$ cat config.mk
export PLATFORM = sky130hd
export DESIGN_NAME = button_event_fifo
export DESIGN_NICKNAME = d
export VERILOG_FILES = /design/src/rtl/button_event_fifo.sv
export SDC_FILE = /design/constraint.sdc
export NUM_CORES = 1
export LEC_CHECK = 0
export BUFFER_PORTS_ARGS = -buffer_cell sky130_fd_sc_hd__buf_4
export CORE_UTILIZATION = 45
export DETAILED_ROUTE_END_ITERATION = 12
export GPL_TIMING_DRIVEN = 0
export PLACE_DENSITY = 0.67
export REMOVE_ABC_BUFFERS = 1
export SLEW_MARGIN = 20
export SYNTH_ARGS = -nofsm -noshare
export SYNTH_HDL_FRONTEND = slang
export SYNTH_SLANG_ARGS = --single-unit
$ cat constraint.sdc
create_clock -name CLK_I -period 1.9 [get_ports CLK_I]
set_input_delay 0.475 -clock CLK_I [delete_from_list [all_inputs] [get_ports CLK_I]]
set_output_delay 0.475 -clock CLK_I [all_outputs]
set_load 0.02 [all_outputs]
$ cat src/rtl/button_event_fifo.sv
// Timestamped button-event FIFO feeding a PIO port; software pops on POP_I rising edges.
// Build option: define EVTQ_DROP_OLDEST_EN to keep the newest events on overflow (default keeps oldest).
module button_event_fifo #(
  parameter int unsigned DW = 8,
  parameter int unsigned AW = 2
) (
  input  logic          CLK_I,
  input  logic          RST_N_I,
  input  logic          EVT_I,
  input  logic [DW-1:0] TSTAMP_I,
  input  logic          POP_I,
  input  logic          CLR_I,
  output logic [DW-1:0] DATA_O,
  output logic [AW:0]   COUNT_O,
  output logic          EMPTY_O,
  output logic          OVF_O
);

  localparam int unsigned DEPTH    = 1 << AW;
  localparam logic [AW:0] FULL_CNT = (AW+1)'(DEPTH);

  logic [DW-1:0] mem_q [DEPTH];
  logic [DW-1:0] mem_d [DEPTH];
  logic [AW-1:0] wp_q, wp_d;
  logic [AW-1:0] rp_q, rp_d;
  logic [AW:0]   cnt_q, cnt_d;
  logic          ovf_q, ovf_d;
  logic          pop_dly_q, pop_dly_d;

  logic pop_req;
  logic pop_ok;
  logic full;
  logic empty;

  assign empty   = (cnt_q == '0);
  assign full    = (cnt_q == FULL_CNT);
  assign pop_req = POP_I & ~pop_dly_q;
  assign pop_ok  = pop_req & ~empty;

  always_comb begin
    mem_d     = mem_q;
    wp_d      = wp_q;
    rp_d      = rp_q;
    cnt_d     = cnt_q;
    ovf_d     = ovf_q;
    pop_dly_d = POP_I;

    if (CLR_I) begin
      wp_d  = '0;
      rp_d  = '0;
      cnt_d = '0;
      ovf_d = 1'b0;
    end else if (EVT_I && pop_ok) begin
      // A pop frees a slot on the same edge, so a push into a full queue is not an overflow.
      mem_d[wp_q] = TSTAMP_I;
      wp_d        = wp_q + AW'(1);
      rp_d        = rp_q + AW'(1);
    end else if (EVT_I && !full) begin
      mem_d[wp_q] = TSTAMP_I;
      wp_d        = wp_q + AW'(1);
      cnt_d       = cnt_q + (AW+1)'(1);
    end else if (EVT_I) begin
      ovf_d = 1'b1;
`ifdef EVTQ_DROP_OLDEST_EN
      // Full: wp == rp, so the oldest slot is overwritten and both pointers step.
      mem_d[wp_q] = TSTAMP_I;
      wp_d        = wp_q + AW'(1);
      rp_d        = rp_q + AW'(1);
`else
      mem_d = mem_q;
`endif
    end else if (pop_ok) begin
      rp_d  = rp_q + AW'(1);
      cnt_d = cnt_q - (AW+1)'(1);
    end
  end

  always_ff @(posedge CLK_I or negedge RST_N_I) begin
    if (!RST_N_I) begin
      for (int unsigned i = 0; i < DEPTH; i++) mem_q[i] <= '0;
      wp_q      <= '0;
      rp_q      <= '0;
      cnt_q     <= '0;
      ovf_q     <= 1'b0;
      pop_dly_q <= 1'b1;
    end else begin
      mem_q     <= mem_d;
      wp_q      <= wp_d;
      rp_q      <= rp_d;
      cnt_q     <= cnt_d;
      ovf_q     <= ovf_d;
      pop_dly_q <= pop_dly_d;
    end
  end

  assign DATA_O  = empty ? '0 : mem_q[rp_q];
  assign COUNT_O = cnt_q;
  assign EMPTY_O = empty;
  assign OVF_O   = ovf_q;

endmodule

* Word level (Yosys, flattened, before mapping) *
Cells that the tools add are included.
Widths: inputs -> output; s select.

storage, ports and cells
  input port bits = 13
  bits in read-only memories = 0
  logic and storage cells = 69
  memories = 0
  latch bits = 0
  bits in writable memories = 0
  register bits after elaboration = 41
  output and inout bits = 13

operators by class
  bitwise operators = 7
  shift-type cells = 0
  add/sub/neg operators = 4
  multiply operators = 0
  div/mod/pow operators = 0
  equal/unequal tests = 6
  mux-type cells = 26
  magnitude comparators = 3
  reductions and logical operators = 14

operators with widths
  cell                 count
  $mux 32              2
  $bwmux 32            1
  $mux 8               4
  $bmux 8 s2           1
  $demux 8 s2          1
  $mux 2               8
  $mux 3               5
  $reduce_and 3->1     3
  $reduce_bool 3->1    3
  $ge 3x3->1 const B   2
  $ne 3x1->1 const B   2
  $not 2->3            2
  $add 2x1->2 const B  2
  $mux 1               4
  $ne 2x2->1 const B   2
  $reduce_bool 2->1    2
  $add 3x1->3 const B  1
  $eq 3x3->1 const B   1
  $logic_and 1x1->1    3
  $logic_not 3->1      1
  $lt 3x1->1 const B   1
  $ne 3x3->1 const B   1
  $not 1->1            3
  $sub 3x1->3 const B  1
  3 further kinds      4

* Depth between registers and ports, before layout *
Gate-level depths: netlist of the first run.

  word-level depth = 8
  mapped depth = 7

* Worst setup path after synthesis of the first run *
OpenSTA, ideal clock, no wires.

  path type = reg2reg
  start point = register cnt_q[2] (netlist: COUNT_O[2])
  end point = register cnt_q[2] (netlist: COUNT_O[2])
  arrival time = 1.805 ns
  library setup time = 0.136 ns
  stages on the path, launching flop included = 8
  setup slack = -0.041 ns
  cells stage by stage = dfrtp_1 -> nor3b_2 -> nor2_1 -> fa_1 -> nor2b_1 -> nand2_1 -> a32oi_1 -> a21oi_1

between the ends
  cells in the longest elaborated chain, start to end = 6

ends and longest elaborated chain
  what                                                line    RTL
  from (decl)                                         26      logic [AW:0] cnt_q, cnt_d;
  from (signal assigned)                              90      cnt_q <= cnt_d;
  $sub 3x1->3 (tied with other cells)                 74      cnt_d = cnt_q - (AW+1)'(1);
  $mux 3 (tied with other cells)                      72      end else if (pop_ok) begin
  $mux 3 (tied with other cells)                      62      end else if (EVT_I) begin
  $mux 3 / $logic_and 1x1->1 (equally long branches)  58, 53
  $mux 3 / $ne 2x2->1 (equally long branches)         --
  $mux 3 / $reduce_and 3->1 (equally long branches)   --

Parallel ways exist; a longest one is shown, timed or not. The select of a mux whose other input is x is not followed.
A chain may end at the register's enable or synchronous reset.

* Worst setup path in the final report of the first run *
  start point = register rp_q[0]
  end point = output DATA_O[7]

between the ends
  cells in the longest elaborated chain, start to end = 5

ends and longest elaborated chain
  what                                       line  RTL
  from (decl)                                25    logic [AW-1:0] rp_q, rp_d;
  from (signal assigned)                     89    rp_q <= rp_d;
  $not 2->3 (not written as such)            96    assign DATA_O = empty ? '0 : mem_q[rp_q];
  $bmux 8 s2                                 96
  $mux 8 (not written as such) (2 in a row)  96
  $mux 8                                     96
  to (decl)                                  13    output logic [DW-1:0] DATA_O,

No other way between the ends. The select of a mux whose other input is x is not followed.

==> impl_metrics.json, run 1 <==
{
  "violations": "setup timing",
  "postSynthRegisterBits": 41,
  "peakVddDrop_mv": 0.748,
  "first_global_vias": 1441,
  "worstMarginPinSlew_ns": 0.517,
  "worstSetupStartpointType": "register",
  "crit_family": "flip-flops",
  "yosysTopAreaCellShare_pct": 49.2,
  "r2r_start": "COUNT_O[1]",
  "wl_per_cell_um": 18.7,
  "syn_inst": 143,
  "maxSlewHeadroom_pct": 65.5,
  "fin_nets": 200,
  "maxCapViolCount": 0,
  "max_freq_mhz": 475,
  "synth_edf_count": 0,
  "insertedDiodeCount": 0,
  "antenna_found_initial": 0,
  "fin_skew_ns": 0.00643,
  "arrival_ns": 1.63,
  "grt_pass1_wl_mm": 7.16,
  "h-tree-depth": 2,
  "hold_violations": 0,
  "start_util_pct": 46.7,
  "syn_avg_cell_area_um2": 14.2,
  "p_per_area_nw_per_um2": 1690,
  "setup_ws_ns": -0.205,
  "numCtsBuffers": 5,
  "setup_viol": 8,
  "totalWireLength_mm": 4.39,
  "period_share_pct": 111,
  "yosysWarnings": 0,
  "die_h_um": 69.2,
  "worstPathMaxFanout": 3,
  "ys_top_cells_by_count": "40 x dfrtp_1, 31 x mux2_2, 10 x nor2_1, 9 x nor2b_1, 8 x mux4_2",
  "pre_cts_slack_ns": -0.266,
  "cts_tree": "done",
  "rows": 24,
  "p_leak_uw": 0.00122,
  "drive_above_1_share_pct": 61.2,
  "grtUsageTotal_pct": 20.1,
  "synth.most_common_cell": "dfrtp_1",
  "ys_top_cells_by_area": "dfrtp_1 49%, mux2_2 17%, mux4_2 8.9%",
  "status": "finished with violations",
  "area_delta_synth_final_pct": 29.5,
  "slowest_stage": "dfrtp_4",
  "async_flop_share_pct": 100,
  "synthesis.area_um2": 2030,
  "final_area_um2": 2630,
  "core_um2": 4350,
  "place_area_um2": 2260,
  "path_cells": "buf_6 -> mux4_2 -> nor2b_4 -> buf_6",
  "die_w_um": 69.2,
  "io_pins": 26,
  "via_per_inst": 5.46,
  "drc": 0,
  "cts_sinks": 41,
  "hpwlAfterDp_mm": 2.76,
  "num_vias": 1283,
  "ys_seq_area_share_pct": 50.5,
  "ant_nets": 0,
  "clk_path_buf_depth": 2,
  "critPathRequiredTime_ns": 1.42,
  "synthFlopType": "dfrtp_1",
  "worstHoldPathType": "in2async",
  "cp-startpoint": "rp_q[0]",
  "drt_iter0_drc": 98,
  "crit_top_cell": "buf_6",
  "synth.distinct_cells": 33,
  "clock-root-buffer": "clkbuf_8",
  "crit_buf_inv": 2,
  "synth_top_area_cell": "dfrtp_1",
  "slew_violations": 0,
  "period_needed_ns": 2.10,
  "gp_congestion": 0.718,
  "grt_overflow": 0,
  "grt_max_degree": 42,
  "rrSetupSlack_ns": 0.10,
  "clkLatencyLatePin_ns": 0.30,
  "critPathKind": "reg2out",
  "path_clk_slew_ns": 0.08,
  "die_area_um2": 4790,
  "first_pass_iters": 4,
  "numPortBuffers": 25,
  "end_kind": "primary output",
  "critPathMaxStageDelay_ns": 0.50,
  "rsz0062_at_grt": "true"
}
==> report_power, final <==
group | internal, uW | switching (uW) | leakage (uW)
clock | 393 | 321 | 0.0000543
sequential | 1230 | 243 | 0.000512
combinational | 1310 | 947 | 0.000651
==> layout make-up <==
class	count	area, um2
flip-flops and latches	41	1030
inverters	5	18.8
well taps	52	65.1
repair buffers	37	357
clock buffers	5	68.8
multi-input cells	92	1040
fillers	326	1720
clock inverters	3	46.3
==> flip-flops by register name, summed over array words and instances, names as in the netlist <==
| signal | flops |
|---|---|
| wp_q | 2 |
| mem_q | 32 |
| OVF_O | 1 |
| pop_dly_q | 1 |
| rp_q | 2 |
| COUNT_O | 3 |
==> placed cells by master (no fill, tap or decap), drive strengths merged <==
cell type | netlist | layout
a21o | 1 | 1
nand2 | 5 | 5
xnor2 | 3 | 3
nor2 | 10 | 10
ha | 4 | 4
o21ai | 1 | 1
mux2 | 34 | 34
a31oi | 1 | 1
clkinvlp | 0 | 1
nor3 | 2 | 2
dfstp | 1 | 1
a21oi | 2 | 2
o22a | 1 | 1
mux4 | 8 | 8
nand3b | 1 | 1
buf | 2 | 36
clkbuf | 3 | 6
fa | 1 | 1
inv | 5 | 5
bufinv | 0 | 1
or3 | 1 | 1
or2 | 1 | 1
a221oi | 1 | 1
mux2i | 1 | 1
a211oi | 1 | 1
nor3b | 2 | 2
dfrtp | 40 | 40
clkinv | 0 | 1
nor2b | 9 | 9
nand2b | 1 | 1
a32oi | 1 | 1
==> routing by layer <==
| metal | vias to the layer above | track usage (%) | wire length [um] |
|---|---|---|---|
| li1 | 583 | - | - |
| met1 | 671 | 23.6 | 1780 |
| met5 | - | 0 | 0 |
| met4 | 0 | 7.71 | 72 |
| met3 | 6 | 5.38 | 123 |
| met2 | 23 | 35.2 | 2410 |
==> path summary, 6_finish.rpt <==
check	endpoint	cells past startpoint
worst max-delay path	DATA_O[7]	4
worst min-delay path	OVF_O	1
worst max register to register	COUNT_O[2]	7
worst min register to register	mem_q[17]	1
max in group asynchronous	rp_q[0]	1
min in group CLK_I	pop_dly_q	1
==> cell families after synthesis <==
family | count (synthesis) | share of synthesized area [%]
mux | 43 | 28.5
compound gates | 9 | 3.75
buf+inv | 10 | 2.28
flops | 41 | 50.5
xor+xnor | 3 | 1.29
simple gates | 32 | 10.2
fa+ha+maj | 5 | 3.44
==> through the flow <==
| step | hold WS (ns) | instances | setup TNS [ns] | util (%) | total power (uW) |
|---|---|---|---|---|---|
| after CTS | 0.156 | 229 | -1.73 | 57.7 | 4110 |
| after floorplan | 0.179 | 138 | -3.59 | - | 2480 |
| after detailed placement | 0.480 | 215 | -2.29 | 52.0 | 3050 |
| after global placement | 0.469 | 215 | -5.13 | 51.9 | 2930 |
| after global routing | 0.181 | 235 | -1.98 | 60.5 | 4700 |
| final | 0.140 | 235 | -1.60 | 60.5 | 4450 |
==> repair_timing <==
item                       in CTS  in global routing
setup endpoints to repair      11                 42
buffers inserted                6                  5
hold buffers                    0                  0
pin swaps                       1                  2
resized for setup              20                 17
hold endpoints to repair        0                  0
gates cloned                    0                  1
No activity file was read; power rests on OpenSTA's default activity.
==> inputs of run 2 (changes only) <==
--- a/config.mk
+++ b/config.mk
@@ -10,7 +10,6 @@
 export DETAILED_ROUTE_END_ITERATION = 12
 export GPL_TIMING_DRIVEN = 0
 export PLACE_DENSITY = 0.67
-export REMOVE_ABC_BUFFERS = 1
 export SLEW_MARGIN = 20
 export SYNTH_ARGS = -nofsm -noshare
 export SYNTH_HDL_FRONTEND = slang
==> impl_metrics.json, run 2 (synthesized netlist as in run 1, its figures left out) <==
{
  "die_w_um": 69.2,
  "gp_congestion": 0.723,
  "maxCapViolCount": 0,
  "p_leak_uw": 0.00118,
  "p_sw_share_pct": 34.4,
  "max_freq_mhz": 474,
  "final_cell_mix": "36 x dfrtp_1, 31 x mux2_2, 23 x buf_4",
  "drive_above_1_share_pct": 60.3,
  "tns_ns": -1.61,
  "first_global_vias": 1365,
  "numCtsBuffers": 5,
  "peakVddDrop_mv": 0.573,
  "cts_sinks": 41,
  "die_h_um": 69.2,
  "path_clk_slew_ns": 0.08,
  "area_delta_synth_final_pct": 30.1,
  "met2_length_mm": 2.19,
  "combPwrFrac_pct": 53.1,
  "via_per_inst": 5.59,
  "fin_skew_ns": 0.00703,
  "num_vias": 1319,
  "rsz0062_at_grt": "true",
  "drt_iter0_drc": 75,
  "grt_max_degree": 42,
  "numPortBuffers": 25,
  "clkLatencyLatePin_ns": 0.29,
  "wl_met1_mm": 1.83,
  "fin_hold_ws_ns": 0.158,
  "syn-num-nets": 161,
  "worstHoldPathType": "in2async",
  "worstMarginPinSlew_ns": 0.532,
  "clock-root-buffer": "clkbuf_8",
  "hold_violations": 0,
  "slew_violations": 0,
  "die_area_um2": 4790,
  "p_per_area_nw_per_um2": 1610,
  "start_util_pct": 46.7,
  "status": "finished with violations",
  "p_int_uw": 2800,
  "cts_tree": "done",
  "worstPathMaxFanout": 8,
  "setup_ws_ns": -0.211,
  "wl_per_cell_um": 17.7,
  "insertedDiodeCount": 0,
  "rows": 24,
  "drc": 0,
  "core_um2": 4350,
  "period_needed_ns": 2.11,
  "totalWireLength_mm": 4.19,
  "setup_viol": 9,
  "first_pass_iters": 5,
  "hpwlAfterDp_mm": 2.61,
  "clk_path_buf_depth": 2,
  "violations": "setup timing",
  "end_kind": "primary output",
  "final_common_cell": "dfrtp_1",
  "ant_nets": 0,
  "grt_overflow": 0,
  "h-tree-depth": 2,
  "switchingPower_uw": 1470,
  "critPathKind": "reg2out",
  "route.met3.wl_um": 110,
  "largest_register": "mem_q",
  "largest_reg_flops": 32,
  "p_seq_share_pct": 33.9,
  "io_pins": 26,
  "grtUsageTotal_pct": 18.2,
  "fin_nets": 201,
  "antenna_found_initial": 0,
  "worstSetupStartpointType": "register",
  "grt_pass1_wl_mm": 6.79,
  "period_share_pct": 111,
  "p_clk_share_pct": 13.0,
  "maxSlewHeadroom_pct": 64.5,
  "highest_layer": "met4",
  "arrival_ns": 1.64,
  "critPathRequiredTime_ns": 1.42
}
-- run 2: final timing paths --
check                           start         end  slack, ns  cells past startpoint
min in group CLK_I              POP_I   pop_dly_q       0.31                      1
min                           RST_N_I   mem_q[27]       0.16                      1
min reg2reg                  mem_q[1]    mem_q[1]       0.50                      1
max in group asynchronous     RST_N_I  COUNT_O[0]       1.34                      1
max reg2reg                COUNT_O[0]  COUNT_O[2]       0.01                      8
max                           rp_q[0]   DATA_O[1]      -0.21                      4
-- run 2: worst max-delay path, stage by stage, from the launching register on --
cell and delay (ns):
dfrtp_1 0.40, buf_8 0.17, mux4_2 0.51, nor2b_4 0.14
buf_6 0.12
-- run 2: per-layer routing --
| metal | GRT usage [%] | vias up |
|---|---|---|
| li1 | - | 591 |
| met1 | 23.8 | 698 |
| met2 | 31.1 | 22 |
| met3 | 3.63 | 8 |
| met4 | 4.76 | 0 |
| met5 | 0 | - |
-- run 2: area by class of cell --
type,instances,area (um2)
Inverter,5,18.8
Fill cell,343,1710
Timing Repair Buffer,34,323
Multi-Input combinational cell,92,1070
Tap cell,52,65.1
Clock buffer,6,72.6
Sequential cell,41,1030
Clock inverter,2,10.0
Buffer,4,50.0
-- run 2: what timing repair did --
| action | in CTS | in global routing |
|---|---|---|
| buffers inserted | 3 | 5 |
| cloned | 0 | 1 |
| hold buffers | 0 | 0 |
| endpoints found under the hold margin | 0 | 0 |
| setup endpoints to repair | 10 | 42 |
| pin swaps | 0 | 2 |
| resized for setup | 18 | 22 |
-- run 2: per-stage QoR --
step           worst slack [ns]  cells  utilization (%)  total power (uW)  instance area [um2]
5_1_grt                  -0.254    236             60.8              4510                 2650
3_3_place_gp             -0.109    220             52.7              2950                 2290
2_1_floorplan           0.00374    143                -              2510                 2040
4_1_cts                  -0.230    230             56.5              3820                 2460
6_report                 -0.211    236             60.8              4270                 2650
3_5_place_dp             -0.152    220             52.7              3050                 2290
-- run 2: power by group through the flow --
stage	registers, uW	logic, uW	clock network [uW]
finish	1450	2260	557
global route	1500	2410	612
CTS	1460	1790	568
detailed placement	1450	1590	0
global placement	1420	1530	0
floorplan	1430	1090	0
